### src/rtl/swg_buffer_writer.sv
// Write-side controller for the sliding-window cyclic buffer: admits stream elements,
// tracks occupancy against reader releases and holds off the next frame until the buffer drains.
module swg_buffer_writer #(
    parameter int WIDTH           = 8,
    parameter int DEPTH           = 16,
    parameter int ELEMS_PER_FRAME = 64
) (
    input  logic                       clk,
    input  logic                       rst_n,
    input  logic [WIDTH-1:0]           in_tdata,
    input  logic                       in_tvalid,
    output logic                       in_tready,
    output logic                       wr_en,
    output logic [$clog2(DEPTH)-1:0]   wr_addr,
    output logic [WIDTH-1:0]           wr_data,
    output logic                       wr_last,
    input  logic                       release_slot,
    output logic [$clog2(DEPTH)-1:0]   rd_base,
    output logic [$clog2(DEPTH+1)-1:0] fill,
    output logic                       err_underflow
);

    localparam int AW = $clog2(DEPTH);
    localparam int FW = $clog2(DEPTH + 1);
    localparam int CW = (ELEMS_PER_FRAME > 1) ? $clog2(ELEMS_PER_FRAME) : 1;

    localparam logic [AW-1:0] ADDR_MAX = AW'(DEPTH - 1);
    localparam logic [AW-1:0] ADDR_ONE = AW'(1);
    localparam logic [FW-1:0] FILL_MAX = FW'(DEPTH);
    localparam logic [FW-1:0] FILL_ONE = FW'(1);
    localparam logic [CW-1:0] CNT_LAST = CW'(ELEMS_PER_FRAME - 1);
    localparam logic [CW-1:0] CNT_ONE  = CW'(1);

    typedef enum logic [0:0] {
        ST_FILL  = 1'b0,
        ST_DRAIN = 1'b1
    } state_t;

    state_t          state_r;
    state_t          state_next_s;
    logic [AW-1:0]   wr_ptr_r;
    logic [AW-1:0]   rd_ptr_r;
    logic [FW-1:0]   fill_r;
    logic [CW-1:0]   frame_cnt_r;
    logic            err_r;
    logic            ready_s;
    logic            accept_s;
    logic            valid_rel_s;
    logic            frame_end_s;
    logic            drain_done_s;

    // Cyclic increment that also wraps non-power-of-two depths.
    function automatic logic [AW-1:0] next_addr(input logic [AW-1:0] addr);
        if (addr == ADDR_MAX) begin
            return '0;
        end else begin
            return addr + ADDR_ONE;
        end
    endfunction

    // Handshake and release qualification; ready comes from registered state only.
    always_comb begin
        ready_s = 1'b0;
        if (rst_n && (state_r == ST_FILL) && (fill_r != FILL_MAX)) begin
            ready_s = 1'b1;
        end else begin
            ready_s = 1'b0;
        end
        accept_s     = in_tvalid & ready_s;
        valid_rel_s  = release_slot & (fill_r != '0);
        frame_end_s  = accept_s & (frame_cnt_r == CNT_LAST);
        drain_done_s = (state_r == ST_DRAIN) &
                       ((fill_r == '0) | ((fill_r == FILL_ONE) & valid_rel_s & ~accept_s));
    end

    // Frame admission FSM: fill a frame, then wait for the reader to free every slot.
    always_comb begin
        state_next_s = state_r;
        case (state_r)
            ST_FILL: begin
                if (frame_end_s) begin
                    state_next_s = ST_DRAIN;
                end else begin
                    state_next_s = ST_FILL;
                end
            end
            ST_DRAIN: begin
                if (drain_done_s) begin
                    state_next_s = ST_FILL;
                end else begin
                    state_next_s = ST_DRAIN;
                end
            end
            default: state_next_s = ST_FILL;
        endcase
    end

    // State, pointers, occupancy, frame position and sticky underflow flag.
    always_ff @(posedge clk) begin
        if (!rst_n) begin
            state_r     <= ST_FILL;
            wr_ptr_r    <= '0;
            rd_ptr_r    <= '0;
            fill_r      <= '0;
            frame_cnt_r <= '0;
            err_r       <= 1'b0;
        end else begin
            state_r <= state_next_s;
            // Each new frame restarts at address 0 once the buffer is empty.
            if (drain_done_s) begin
                wr_ptr_r <= '0;
                rd_ptr_r <= '0;
            end else begin
                if (accept_s) begin
                    wr_ptr_r <= next_addr(wr_ptr_r);
                end
                if (valid_rel_s) begin
                    rd_ptr_r <= next_addr(rd_ptr_r);
                end
            end
            case ({accept_s, valid_rel_s})
                2'b10:   fill_r <= fill_r + FILL_ONE;
                2'b01:   fill_r <= fill_r - FILL_ONE;
                default: fill_r <= fill_r;
            endcase
            if (frame_end_s) begin
                frame_cnt_r <= '0;
            end else if (accept_s) begin
                frame_cnt_r <= frame_cnt_r + CNT_ONE;
            end
            if (release_slot && (fill_r == '0)) begin
                err_r <= 1'b1;
            end
        end
    end

    assign in_tready     = ready_s;
    assign wr_en         = accept_s;
    assign wr_addr       = wr_ptr_r;
    assign wr_data       = in_tdata;
    assign wr_last       = frame_end_s;
    assign rd_base       = rd_ptr_r;
    assign fill          = fill_r;
    assign err_underflow = err_r;

endmodule

### config.mk
export PLATFORM = sky130hd
export DESIGN_NAME = swg_buffer_writer
export DESIGN_NICKNAME = d
export VERILOG_FILES = /design/src/rtl/swg_buffer_writer.sv
export SDC_FILE = /design/constraint.sdc
export NUM_CORES = 1
export LEC_CHECK = 0
export ABC_AREA = 1
export BUFFER_PORTS_ARGS = -buffer_cell sky130_fd_sc_hd__buf_2
export CORE_MARGIN = 4
export CORE_UTILIZATION = 50
export CTS_BUF_LIST = sky130_fd_sc_hd__clkbuf_4 sky130_fd_sc_hd__clkbuf_8
export DETAILED_ROUTE_END_ITERATION = 8
export GPL_TIMING_DRIVEN = 0
export PLACE_DENSITY_LB_ADDON = 0.25
export SLEW_MARGIN = 30
export SYNTH_ARGS = -nofsm -noshare
export SYNTH_HDL_FRONTEND = slang
export SYNTH_SLANG_ARGS = --single-unit
### constraint.sdc
create_clock -name clk -period 2.3 [get_ports clk]
set_input_delay 0.46 -clock clk [delete_from_list [all_inputs] [get_ports clk]]
set_output_delay 0.46 -clock clk [all_outputs]
set_load 0.05 [all_outputs]
Word-level counts from Yosys, hierarchy flattened. Cells that the tools add are included.

Bits in writable memories: 0. Memory bits (read-only): 0. Output and inout bits: 25. Bits of input ports: 12. Latch bits: 0. Memories: 0. Word-level logic and storage cells: 43. Register bits: 21.

Bitwise logic cells: 10. Shift-type cells: 0. Add/subtract/negate cells: 5. Reductions and logical operators: 8. Equal/unequal tests: 7. Div/mod/pow operators: 0. Muxes and demuxes: 7. Order comparisons: 0. Multipliers: 0.

Operators with widths (count): 5-bit one-hot mux with 2 select lines (1); 4-bit by 1-bit adder with 4-bit output, second input constant (2); 4-bit equality test, second input constant (2); 4-bit two-way mux (2); 6-bit by 1-bit adder with 6-bit output, second input constant (1); 1-bit bitwise AND (6); 6-bit equality test, second input constant (1); 5-bit by 1-bit adder with 5-bit output, second input constant (1); 5-bit by 1-bit equality test with 1-bit output, second input constant (1); 5-bit zero test (1); 5-bit != test, second input constant (1); 5-bit nonzero test (1); 5-bit by 1-bit subtractor with 5-bit output, second input constant (1); 2-bit OR reduction (2); 1-bit logical AND (3); 1-bit two-way mux (3); 1-bit inverter (3); 2-bit by 1-bit equality test with 1-bit output, second input constant (1); 2-bit equality test, second input constant (1); 1-bit one-hot mux with 2 select lines (1); 2-bit nonzero test (1); 1-bit OR (1).

Depth between registers and ports, before layout.
Depth after elaboration: 11. Gate-level depth with buffers: 12. Gate-level depth less buffers: 12.

Worst setup path before layout. Ideal clock, no wire load.

Kind: register -> output. From: reg fill_r[0] (netlist: fill[0]). To: out wr_last. Path slack: -0.524 ns. Stages on the path, launching flop included: 8. Arrival: 2.364 ns. Buffers on the path: 0. Cells stage by stage: dfxtp_1 > inv_1 > ha_1 > nand3_2 > nand3_4 > inv_2 > nand2_1 > nor2_1.

Longest elaborated chain between the ends: 5.

RTL lines: from (decl) (RTL line 43) `logic [FW-1:0] fill_r;`; from (signal assigned) (RTL line 122) `2'b10: fill_r <= fill_r + FILL_ONE;`; from (signal assigned) (RTL line 123) `2'b01: fill_r <= fill_r - FILL_ONE;`; from (signal assigned) (RTL line 124) `default: fill_r <= fill_r;`; 5-bit != test (RTL line 64) `if (rst_n && (state_r == ST_FILL) && (fill_r != FILL_MAX)) begin`; 1-bit logical AND (RTL line 64); 1-bit two-way mux (RTL line 64); 1-bit bitwise AND (RTL line 69) `accept_s = in_tvalid & ready_s;`; named net wr_en (RTL line 13) `output logic wr_en,`; 1-bit bitwise AND (RTL line 71) `frame_end_s = accept_s & (frame_cnt_r == CNT_LAST);`; to (decl) (RTL line 16) `output logic wr_last,`.

The timed path passes the listed nets, and every way through them passes these cells.

Worst setup path after layout.
From: reg fill_r[0] (netlist: fill[0]). To: out wr_last.

Longest elaborated chain between the ends: 5.

RTL lines (RTL line): 5-bit != test (64); 1-bit logical AND (64); 1-bit two-way mux (64); 1-bit bitwise AND (69); 1-bit bitwise AND (71).

No other way between the ends.

==> metrics.md <==
| Metric | Value |
|---|---|
| Outcome | finished clean |
| Count of vias placed by the detailed router | 1234 |
| Post-detailed-routing wire length | 2.747 mm |
| RSZ-0062 raised after global routing | no |
| CTS tree | done |
| Share of the yosys chip area belonging to registers | 31.70% |
| GR Util All Layers | 17.43% |
| Kind of critical path | register to output pin |
| Number of port buffers | 28 |
| H-tree depth | 1 |
| Type of origin of the critical path | register |
| Antenna violations before repair | 0 |
| Crit path time final | 2.149 ns |
| Critical Path Fanout Max | 7 |
| Largest net degree at the start of global routing | 13 |
| Average size of a mapped cell | 7.130 um2 |
| Layout cell share with drive strength beyond 1 | between 20% and 30% |
| Setup crit end | wr_last |
| Overflow after GRT | 0 |
| Setup violation total in the final timing report | 0 |
| Critical path capture point type | output pin |
| Final-layout worst hold slack | 0.4598 ns |
| Post-layout total power | 0.001576 W |
| Highest clock frequency the design can meet | 465.2 MHz |
| Combinational power share | a little under three fifths |
| Pleak | 0.8236 nW |
| Initial cell density of the core | 53.05% |
| Clock skew | ~0.0038 ns |
| Count of maximum capacitance violations | 0 |
| DRC Markers | 0 |
| Post-synthesis cell count | 186 |
| Portion of total power attributed to the clock network | a little over a tenth |
| Top cells by area, synth | sky130_fd_sc_hd__dfxtp_1 32%, sky130_fd_sc_hd__nand2_1 14%, sky130_fd_sc_hd__inv_1 7.9% |
| Clock transition at the registers of the reported paths | ~0.11 ns |
| Critical path arrival | 1.69 ns |
| Power Dens Cells | 1004 nW/um2 |
| Fillers | roughly 240 |
| Wire length per cell after detailed routing | 11.08 um |
| Total die area | 3540 um2 |
| Core region area | 2500 um2 |
| Number of warnings issued by yosys | 0 |
| RePlAce Congestion | around 0.81 |
| Reg2Reg Setup Slack | 0.16 ns |
| Ant diodes | 0 |
| First-pass GRT wire length | slightly below 5 mm |
| Portion of total power attributed to sequential cells | approximately a third |
| Total internal power | 0.0007629 W |
| Sum of negative setup slack | 0 ns |
| Total clock buffers created by CTS | 3 |
| Nets@finish | 239 |
| Number of global-route vias before repair | 1203 |
| Min-Delay Path Class | input pin to register |
| Detailed router's first-iteration violation count | 25 |
| Area Overhead vs Synth | 18.40% |
| Commonest cells after routing, fill and taps aside | 48 x sky130_fd_sc_hd__nand2_1, 28 x sky130_fd_sc_hd__inv_1, 27 x sky130_fd_sc_hd__buf_2 |
| Measured slew at the worst slew-check pin | between 0.2 and 0.3 ns |
| Clk root buf | sky130_fd_sc_hd__clkbuf_4 |
| Count of clock tree sinks | 21 |
| Part of the cycle the worst path needs | 93.45% |
| Core utilization of the finished layout | 62.81% |
| Syn nets | 206 |
| Length in cells of the worst reg-to-reg path | 10 |
| R2R Path End | fill[2] |
| Top Ports | 37 |
| VDD IR-drop max | 759.1 uV |
| Switching fraction of total power | 51.61% |
| DRT antenna net count | 0 |
| Max clock buf depth | 2 |
| Row cnt | 18 |
| Worst slew margin relative to its limit | 83.00% |
| Crit path from | fill[0] |
| Final max-slew violation count | 0 |
| Die Y | 59.50 um |
| Synth unique cells | 25 |
| Final hold violations | 0 |
| Yosys top cell by area | sky130_fd_sc_hd__dfxtp_1 |
| Final HPWL from detailed placement | 2.226 mm |
| Commonest non-fill, non-tap cell in the layout | sky130_fd_sc_hd__nand2_1 |
| Required time at the worst-slack endpoint | about 1.8 ns |
| Post-Synthesis Cell Area | 1326 um2 |
| Die W | around 60 um |
| Net switching power | 0.0008136 W |
| Post-CTS setup buffer count | 0 |
| Number of detailed-route iterations in the first pass | 4 |
| Reg2Reg Launch Point | fill[0] |
| Via-per-instance ratio | 4.976 |
| Proportion of netlist area held by the largest area contributor | 31.70% |
| Flop and latch count out of synthesis | 21 |
| Clk Latency, worst-skew pair | 0.30 ns |
| Quantity of hold-fixing buffers added after cts | 0 |
==> stage by stage <==
stage	setup WS, ns	area (um2)	instances
after floorplan	0.03077	1336	186
after global placement	0.1269	1514	244
after detailed placement	0.08485	1514	244
after CTS	0.02346	1548	248
after global routing	0.02302	1570	248
final	0.1506	1570	248
==> repair_timing <==
item                       4_1_cts  5_1_grt
pin swaps                        0        1
setup endpoints to repair        1        5
gates resized for setup          2       10
==> kinds of logic (layout without fill, tap and decap cells) <==
family                     Yosys count  count (layout)  share of synthesized area (%)
AOI/OAI and AO/OA                   24              24                          10.94
xor gates and xnor gates             7               7                          5.189
adders and majority gates            8               8                          7.547
buffers and inverters               40              72                          14.15
DFF                                 21              21                          31.70
and+or+nand+nor                     86              86                          30.47
==> cells in the mapped netlist <==
cell and count:
sky130_fd_sc_hd__nor2_1 9, sky130_fd_sc_hd__nand2_1 50, sky130_fd_sc_hd__o21bai_4 1, sky130_fd_sc_hd__nor2_8 1
sky130_fd_sc_hd__inv_2 3, sky130_fd_sc_hd__o22ai_1 2, sky130_fd_sc_hd__a21oi_1 10, sky130_fd_sc_hd__o21ai_0 7
sky130_fd_sc_hd__xor2_2 1, sky130_fd_sc_hd__xnor2_1 2, sky130_fd_sc_hd__dfxtp_1 21, sky130_fd_sc_hd__ha_1 8
sky130_fd_sc_hd__nand4_1 7, sky130_fd_sc_hd__xor2_1 4, sky130_fd_sc_hd__a21boi_1 2, sky130_fd_sc_hd__nand3_4 1
sky130_fd_sc_hd__buf_6 1, sky130_fd_sc_hd__nand3_1 12, sky130_fd_sc_hd__nor2_2 3, sky130_fd_sc_hd__buf_4 8
sky130_fd_sc_hd__nand2_2 2, sky130_fd_sc_hd__o21ai_1 1, sky130_fd_sc_hd__nand3_2 1, sky130_fd_sc_hd__a21oi_2 1
sky130_fd_sc_hd__inv_1 28
==> routing by layer <==
layer  share of wire (%)  global-route usage (%)  vias to the layer above
met5                   0                       0                        -
met4                 1.1                   5.380                        0
met3                 5.3                   1.961                        4
met2                  49                   31.36                       34
met1                  44                   21.50                      551
li1                    -                       -                      645
==> flip-flops by register name (all words and copies together), names as in the netlist <==
register       cells
err_underflow      1
fill               5
frame_cnt_r        6
rd_base            4
state_r            1
wr_addr            4
==> how the worst min path moves through the flow <==
| stage | startpoint | to | slack [ns] | cells past startpoint |
|---|---|---|---|---|
| after detailed placement | err_underflow | err_underflow | 0.47 | 2 |
| after global routing | rst_n | frame_cnt_r[4] | 0.48 | 3 |
| after CTS | rst_n | fill[3] | 0.46 | 3 |
| after global placement | err_underflow | err_underflow | 0.44 | 2 |
| after floorplan | frame_cnt_r[1] | frame_cnt_r[1] | 0.46 | 2 |
| final | rst_n | fill[3] | 0.46 | 3 |
==> layout make-up <==
class                           count  area [um2]  share of cell area (%)
Clock buffer                        3       22.52                   1.434
Buffer                              9       71.32                   4.542
Tap cell                           30       37.54                   2.390
Sequential cell                    21       425.4                   27.09
Multi-Input combinational cell    125       743.2                   47.33
Timing Repair Buffer               28       146.4                   9.323
Inverter                           31       118.9                   7.570
Clock inverter                      1       5.005                  0.3187
==> critical path, cell delays in order (launching register included) <==
cell,delay [ns]
sky130_fd_sc_hd__dfxtp_4,0.38
sky130_fd_sc_hd__inv_1,0.09
sky130_fd_sc_hd__ha_2,0.22
sky130_fd_sc_hd__nand3_2,0.12
sky130_fd_sc_hd__nand3_4,0.13
sky130_fd_sc_hd__inv_4,0.12
sky130_fd_sc_hd__nand2_2,0.08
sky130_fd_sc_hd__nor2_4,0.08
sky130_fd_sc_hd__buf_6,0.15
==> power groups by stage <==
stage                     sequential [W]  combinational (W)  clock [W]
after floorplan                 0.000733           0.000458          0
after global routing            0.000535           0.000967   0.000194
final                           0.000518           0.000886   0.000173
after global placement          0.000515           0.000834          0
after CTS                       0.000515           0.000856   0.000178
after detailed placement        0.000521           0.000850          0
No activity file was read; power rests on OpenSTA's default activity.
